--- src/rtl/fptoint_seq_ctrl.sv ---
// Command sequencer for the 4-lane FP-to-INT array: streams source vectors into the array and writes results back.
// Optional FPTOINT_SEQ_PERF_EN adds a saturating per-command cycle counter on perf_cnt.
module fptoint_seq_ctrl #(
  parameter int ADDR_W = 6,
  parameter int CNT_W  = 8
) (
  input  logic              clk,
  input  logic              rst,
  // cmd_vld/cmd_rdy: a command transfers on a rising edge where both are high; cmd_rdy is high only in IDLE.
  input  logic              cmd_vld,
  output logic              cmd_rdy,
  input  logic [ADDR_W-1:0] cmd_src_base,
  input  logic [ADDR_W-1:0] cmd_dst_base,
  input  logic [CNT_W-1:0]  cmd_len,
  input  logic [3:0]        cmd_cfg,
  output logic              rd_en,
  output logic [ADDR_W-1:0] rd_addr,
  input  logic [127:0]      rd_data,
  output logic [127:0]      dvr_fptoint_s_in,
  output logic [4:0]        cru_fptoint_in,
  input  logic [127:0]      dr_fptoint_d_out,
  output logic              wr_en,
  output logic [ADDR_W-1:0] wr_addr,
  output logic [127:0]      wr_data,
  output logic              busy,
  output logic              done,
`ifdef FPTOINT_SEQ_PERF_EN
  output logic [31:0]       perf_cnt,
`endif
  output logic [1:0]        dbg_state
);

  typedef enum logic [1:0] {
    S_IDLE  = 2'd0,
    S_RUN   = 2'd1,
    S_DRAIN = 2'd2,
    S_DONE  = 2'd3
  } state_e;

  state_e            state_q;
  logic [ADDR_W-1:0] rd_addr_q;
  logic [ADDR_W-1:0] wr_addr_q;
  logic [CNT_W-1:0]  rem_q;
  logic [3:0]        cfg_q;
  logic              drain_q;
  logic              rd_en_q;
  logic              s1_vld_q;
  logic              s2_vld_q;
  logic              cmd_rdy_q;
  logic              busy_q;
  logic              done_q;

  always_ff @(posedge clk) begin
    if (rst) begin
      state_q   <= S_IDLE;
      rd_addr_q <= '0;
      wr_addr_q <= '0;
      rem_q     <= '0;
      cfg_q     <= '0;
      drain_q   <= 1'b0;
      rd_en_q   <= 1'b0;
      s1_vld_q  <= 1'b0;
      s2_vld_q  <= 1'b0;
      cmd_rdy_q <= 1'b1;
      busy_q    <= 1'b0;
      done_q    <= 1'b0;
    end else begin
      // S1 = read data returning, S2 = array result registered
      s1_vld_q <= rd_en_q;
      s2_vld_q <= s1_vld_q;
      if (s2_vld_q) begin
        wr_addr_q <= wr_addr_q + ADDR_W'(1);
      end
      case (state_q)
        S_IDLE: begin
          if (cmd_vld) begin
            rd_addr_q <= cmd_src_base;
            wr_addr_q <= cmd_dst_base;
            cfg_q     <= cmd_cfg;
            rem_q     <= cmd_len;
            cmd_rdy_q <= 1'b0;
            busy_q    <= 1'b1;
            if (cmd_len != '0) begin
              state_q <= S_RUN;
              rd_en_q <= 1'b1;
            end else begin
              state_q <= S_DONE;
              done_q  <= 1'b1;
            end
          end
        end
        S_RUN: begin
          rd_addr_q <= rd_addr_q + ADDR_W'(1);
          rem_q     <= rem_q - CNT_W'(1);
          if (rem_q == CNT_W'(1)) begin
            rd_en_q <= 1'b0;
            drain_q <= 1'b0;
            state_q <= S_DRAIN;
          end
        end
        S_DRAIN: begin
          // Two cycles let the last read pass through S1 and S2
          drain_q <= 1'b1;
          if (drain_q) begin
            state_q <= S_DONE;
            done_q  <= 1'b1;
          end
        end
        S_DONE: begin
          done_q    <= 1'b0;
          cmd_rdy_q <= 1'b1;
          busy_q    <= 1'b0;
          state_q   <= S_IDLE;
        end
        default: state_q <= S_IDLE;
      endcase
    end
  end

`ifdef FPTOINT_SEQ_PERF_EN
  logic [31:0] perf_q;

  always_ff @(posedge clk) begin
    if (rst) begin
      perf_q <= '0;
    end else if (state_q == S_IDLE) begin
      if (cmd_vld) begin
        perf_q <= '0;
      end
    end else if (perf_q != 32'hFFFF_FFFF) begin
      perf_q <= perf_q + 32'd1;
    end
  end

  assign perf_cnt = perf_q;
`endif

  assign cmd_rdy          = cmd_rdy_q;
  assign busy             = busy_q;
  assign done             = done_q;
  assign rd_en            = rd_en_q;
  assign rd_addr          = rd_addr_q;
  // Gated so the array sees zeros outside issue cycles
  assign dvr_fptoint_s_in = s1_vld_q ? rd_data : '0;
  assign cru_fptoint_in   = {s1_vld_q, cfg_q};
  assign wr_en            = s2_vld_q;
  assign wr_addr          = wr_addr_q;
  assign wr_data          = s2_vld_q ? dr_fptoint_d_out : '0;
  assign dbg_state        = state_q;

endmodule
--- config.mk ---
export PLATFORM = sky130hd
export DESIGN_NAME = fptoint_seq_ctrl
export DESIGN_NICKNAME = d
export VERILOG_FILES = /design/src/rtl/fptoint_seq_ctrl.sv
export SDC_FILE = /design/constraint.sdc
export NUM_CORES = 1
export LEC_CHECK = 0
export BUFFER_PORTS_ARGS = -buffer_cell sky130_fd_sc_hd__buf_4
export CORE_AREA = 2 2 218 220
export CTS_CLUSTER_DIAMETER = 150
export DETAILED_ROUTE_END_ITERATION = 16
export DIE_AREA = 0 0 220 222
export PLACE_DENSITY_LB_ADDON = 0.12
export SLEW_MARGIN = 20
export SYNTH_ARGS = -nofsm -noshare
export SYNTH_HDL_FRONTEND = slang
export SYNTH_SLANG_ARGS = --single-unit
--- constraint.sdc ---
create_clock -name clk -period 5.38 [get_ports clk]
set_clock_uncertainty 0.15 [all_clocks]
set_input_delay 1.076 -clock clk [delete_from_list [all_inputs] [get_ports clk]]
set_output_delay 1.076 -clock clk [all_outputs]
set_load 0.005 [all_outputs]
# Yosys cells after proc, flatten, opt, wreduce, memory -nomap -nowiden
# Index checks and enable logic that the tools add are counted.
[totals]
regBits = 33
inputBits = 283
out_inout_bits = 280
word_cells = 64
[classes]
add_sub_neg = 3
n_eq_ne = 9
n_mux = 27
reduce_logical = 13
[ops]
columns = ["op", "n"]
rows = [
  ["128-bit two-way mux", 2],
  ["6-bit two-way mux", 4],
  ["8-bit one-hot mux with 2 select lines", 1],
  ["6-bit by 1-bit adder with 6-bit output, second input constant", 2],
  ["6-bit one-hot mux with 2 select lines", 1],
  ["2-bit inequality test, second input constant", 5],
  ["8-bit by 1-bit equality test with 1-bit output, second input constant", 1],
  ["1-bit two-way mux", 8],
  ["2-bit two-way mux", 4],
  ["8-bit two-way mux", 1],
  ["1-bit one-hot mux with 2 select lines", 4],
  ["2-bit one-hot mux with 4 select lines", 1],
  ["2-bit AND reduction", 4],
  ["4-bit AND reduction", 2],
  ["8-bit nonzero test", 1],
  ["8-bit by 1-bit subtractor with 8-bit output, second input constant", 1],
  ["2-bit nonzero test", 3],
  ["2-bit equality test, second input constant", 2],
  ["1-bit one-hot mux with 3 select lines", 1],
  ["3-bit AND reduction", 1],
  ["3-bit nonzero test", 1],
  ["2-bit by 1-bit equality test with 1-bit output, second input constant", 1],
  ["2-bit zero test", 1],
]

# Depth between registers and ports, before layout
[logic_depth]
word_depth = 4
mapped_depth = 8
mapped_depth_nobuf = 6

# Least setup slack after synthesis
# No wires, ideal clock.
[synth_timing]
path_type = "in2out"
start = "input port rd_data[0]"
end = "output port dvr_fptoint_s_in[0]"
arrival_time_ps = 1219
required_time_ps = 4154
path_slack_ps = 2935
cell_stages = 1
path_cell_list = "and2_1"
[synth_via]
elab_chain_cells = 1
[synth_lines]
columns = ["item", "line_no", "rtl"]
rows = [
  ["start, declared", "18", "input logic [127:0] rd_data,"],
  ["128-bit two-way mux", "144", "assign dvr_fptoint_s_in = s1_vld_q ? rd_data : '0;"],
  ["end, declared", "19", "output logic [127:0] dvr_fptoint_s_in,"],
]
# Every way passes these cells.

# Worst setup path in the final report
[layout_timing]
start = "register s1_vld_q"
end = "output port dvr_fptoint_s_in[45]"
[layout_via]
elab_chain_cells = 1
[layout_lines]
columns = ["item", "line_no", "rtl"]
rows = [
  ["start, declared", "47", "logic s1_vld_q;"],
  ["start signal, assigned", "69", "s1_vld_q <= rd_en_q;"],
  ["128-bit two-way mux", "144", ""],
]
# Every way passes these cells.

==> summary.md <==
| Metric | Value |
|---|---|
| Placed cell area | 0.00829 sq mm |
| Post-synthesis area per instance | between 6 and 7 sq um |
| Final setup viols | 0 |
| Max Clk Rate | approximately 320 MHz |
| Cts bufs inserted | 5 |
| Clk_lat worst skew | 290 ps |
| Fin Setup TNS | 0 ps |
| Synth Instances | slightly below 500 |
| Post-CTS setup buffers | 0 |
| Fin util | approximately 18% |
| First-pass DRT Iterations | 4 |
| WL/cell | 22.4 um |
| ANT nets after route | 0 |
| Gr ovfl total | 0 |
| Global-route wire length before repair | 47.1 mm |
| Asr flop ratio synth | 0% |
| Mapped cell area | between 0.003 and 0.004 sq mm |
| Starting DRT DRC Count | ~260 |
| Area Overhead vs Synth | 146% |
| Crit Path Max Fanout | 72 |
| Seq/Total Area, Yosys | about a fifth |
| R2r worst-path depth | 6 |
| Port bufs | roughly 560 |
| DRC viols | 0 |
| Die width | about 220 um |
| Vias in the first global route | ~5500 |
| Critical path type | flop to output pin |
| Vias per cell | about 3.4 |
| Unrepaired setup endpoints after global routing | false |
| CTS clk-pin slew, worst paths | 50 ps |
| CTS H-tree depth | 2 |
| Crit-path most repeated cell | buf_4 |
| Core Region | about 0.046 sq mm |
| Worst min path class | flop to flop |
| Worst VDD drop | around 0.00010 V |
| CP max-delay cell | dfxtp_4 |
| Filler Cell Count | between 5000 and 6000 |
| CP endpoint kind | output pin |
| Fraction of layout cells with a size suffix above 1 | between 50% and 60% |
| Hold path depth | 2 |
| Hold-fix buffers, CTS | 0 |
| Clock Path Buffers | 2 |
| Max-slew violation count | 0 |
| DIE HEIGHT | roughly 220 um |
| Delay-heaviest family, CP | flip-flops |
| R2r setup slk | 2640 ps |
| R2r endpoint | rem_q[7] |
| GPL Wtd Cong | between 0.9 and 1 |
| Synth Register Bits | 33 |
| Post-CTS sizing | 0 |
| Startpoint class of the critical path | flop |
| Ys flop type | dfxtp_1 |
| Run status | finished clean |
| Net count, final | 1316 |
| Minimum clock period | slightly above 3000 ps |
| Ports | between 500 and 600 |
| CTS root buf | clkbuf_16 |
| Initial core utilization | between 7 and 8% |
| Rows | between 70 and 80 |
| CTS tree | done |
| Multi-input gate area | ~0.0026 sq mm |
| Hold Path Origin | cfg_q[3] |
| FF+latch area | 668 sq um |
| Via Count | roughly 5500 |
| Total wire length | around 37 mm |
| Synth warn | 0 |
| Final period util | a little under three fifths |
| Initial antenna violation count | 13 |
| Post-route design area | ~0.0085 sq mm |
| EDFF count, synth | 0 |
| Required time of the critical path | a little over 4000 ps |
| # clock sinks | 33 |
| Crit-path max cell delay | ~740 ps |
| FF-to-FF Start | dbg_state[0] |
| DP HPWL | between 30 and 40 mm |
| Max-Cap Viols | 0 |
| Crit-path cells | buf_4 -> and2_1 -> buf_4 |
| Headroom to the max-slew limit | between 30% and 40% |
| Aggregate global-route resource usage | 14.1% |
| Crit path buf inv count | 2 |
| Cell variety after synth | 48 |
| Final hold violation count | 0 |
| Worst Path Arrival | between 1500 and 2000 ps |
| Largest net degree at the start of global routing | between 100 and 150 |
| Lkg Pwr | approximately 4.4 nW |
| Worst Hold End | cfg_q[3] |
| Mapped Nets | ~790 |
| Die area | 0.0488 sq mm |
| Worst-Margin Slew | ~930 ps |
| Pwr dens | around 220 mW/mm^2 |
cell usage after synthesis, drive strengths merged (2+ instances only):
library cell | instances | area [sq um]
xor2 | 3 | 26.3
nor2 | 22 | 82.6
and3 | 2 | 12.5
or3 | 2 | 12.5
a22oi | 2 | 15.0
nor4 | 4 | 25.0
a21oi | 20 | 100
o2bb2ai | 2 | 17.5
nand3 | 5 | 25.0
nand2 | 16 | 62.6
a211oi | 9 | 67.6
a311oi | 2 | 17.5
mux2i | 3 | 30.0
o21bai | 2 | 15.0
nand4 | 4 | 25.0
dfxtp | 33 | 661
clkbuf | 38 | 143
nor3 | 6 | 30.0
inv | 8 | 30.0
o41ai | 2 | 17.5
a21o | 3 | 22.5
and2 | 256 | 1600
nor2b | 7 | 43.8
ha | 8 | 100
o21ai | 15 | 86.3
buf | 5 | 26.3
a221oi | 3 | 32.5
tightest hold or removal path: stages (launching register included):
cell	delay [ps]
dfxtp_1	310
nand2_1	50
a21oi_1	50
layer usage:
metal	vias up	share of wire [%]	wire length, um	track usage (%)
met5	-	0	0	0
met4	0	0.50	184	1.69
met3	12	14	5070	7.85
met2	300	43	15600	20.7
met1	2550	43	15800	18.2
li1	2666	-	-	-
sequential cells by signal, summed over array words and instances (netlist names), 2 cells and up:
signal and count:
cfg_q 4, rem_q 8, dbg_state 2, wr_addr 6
rd_addr 6
per-stage QoR:
| stage | setup WS [ps] | total power, mW | instances | hold WS, ps |
|---|---|---|---|---|
| final | 2280 | 1.87 | 1639 | 306 |
| after global routing | 2060 | 2.04 | 1635 | 341 |
| after CTS | 2170 | 1.92 | 1632 | 311 |
| after detailed placement | 2490 | 1.57 | 1624 | 303 |
| after global placement | 2490 | 1.57 | 1624 | 300 |
| after floorplan | 2940 | 0.895 | 496 | 303 |
report_power, final:
part / switching [mW] / internal, mW / leakage (nW) / total, mW
Clock: 0.118 / 0.213 / 0.0823 / 0.331
Sequential: 0.112 / 0.319 / 0.274 / 0.431
Combinational: 0.524 / 0.588 / 4.01 / 1.11
Total: 0.754 / 1.12 / 4.36 / 1.87
cells by family (layout without fill, tap and decap cells):
group	after synthesis	count (layout)	synth area share [%]
AND/OR/NAND/NOR	331	331	57.5
adder cells (fa/ha/maj)	8	8	2.89
other	0	6	0
multiplexers	4	4	1.19
buffers and inverters	51	581	5.75
AO/OA/AOI/OAI	65	65	12.6
XOR/XNOR	4	4	1.01
flip-flops	33	33	19.1
layout by cell type, fill, tap and decap left out, types with 2 or more instances in the layout:
cell	n
or3_1	2
inv_1	7
dfxtp_4	2
a21oi_1	20
nor3_1	6
nand2_1	15
nor4_1	4
and3_1	2
o2bb2ai_1	2
nand3_1	5
o21ai_1	11
mux2i_1	3
a211oi_1	9
a221oi_1	2
buf_4	564
diode_2	6
o21bai_1	2
o21ai_0	3
nand4_1	4
clkbuf_16	6
ha_1	8
a22oi_1	2
a21o_1	3
nor2b_1	7
xor2_1	3
a311oi_1	2
o41ai_1	2
nor2_1	22
and2_1	256
dfxtp_1	31
worst max-delay path by stage:
stage | startpoint | end | slack (ps) | cells past startpoint
2_1_floorplan | rd_data[0] | dvr_fptoint_s_in[0] | 2940 | 1
3_3_place_gp | dbg_state[0] | rem_q[7] | 2490 | 6
3_5_place_dp | s1_vld_q | dvr_fptoint_s_in[69] | 2490 | 3
4_1_cts | s1_vld_q | dvr_fptoint_s_in[69] | 2170 | 3
5_1_grt | s1_vld_q | dvr_fptoint_s_in[107] | 2060 | 3
6_report | s1_vld_q | dvr_fptoint_s_in[45] | 2280 | 3
cell type report:
class                      count  area share, %
inverter                       8          0.354
antenna                        6          0.177
tap                          607           8.94
clock buffer                   8           1.97
sequential                    33           7.87
timing repair buffer         565           50.1
multi-input combinational    412           30.6
Power figures use the tool's default switching activity.
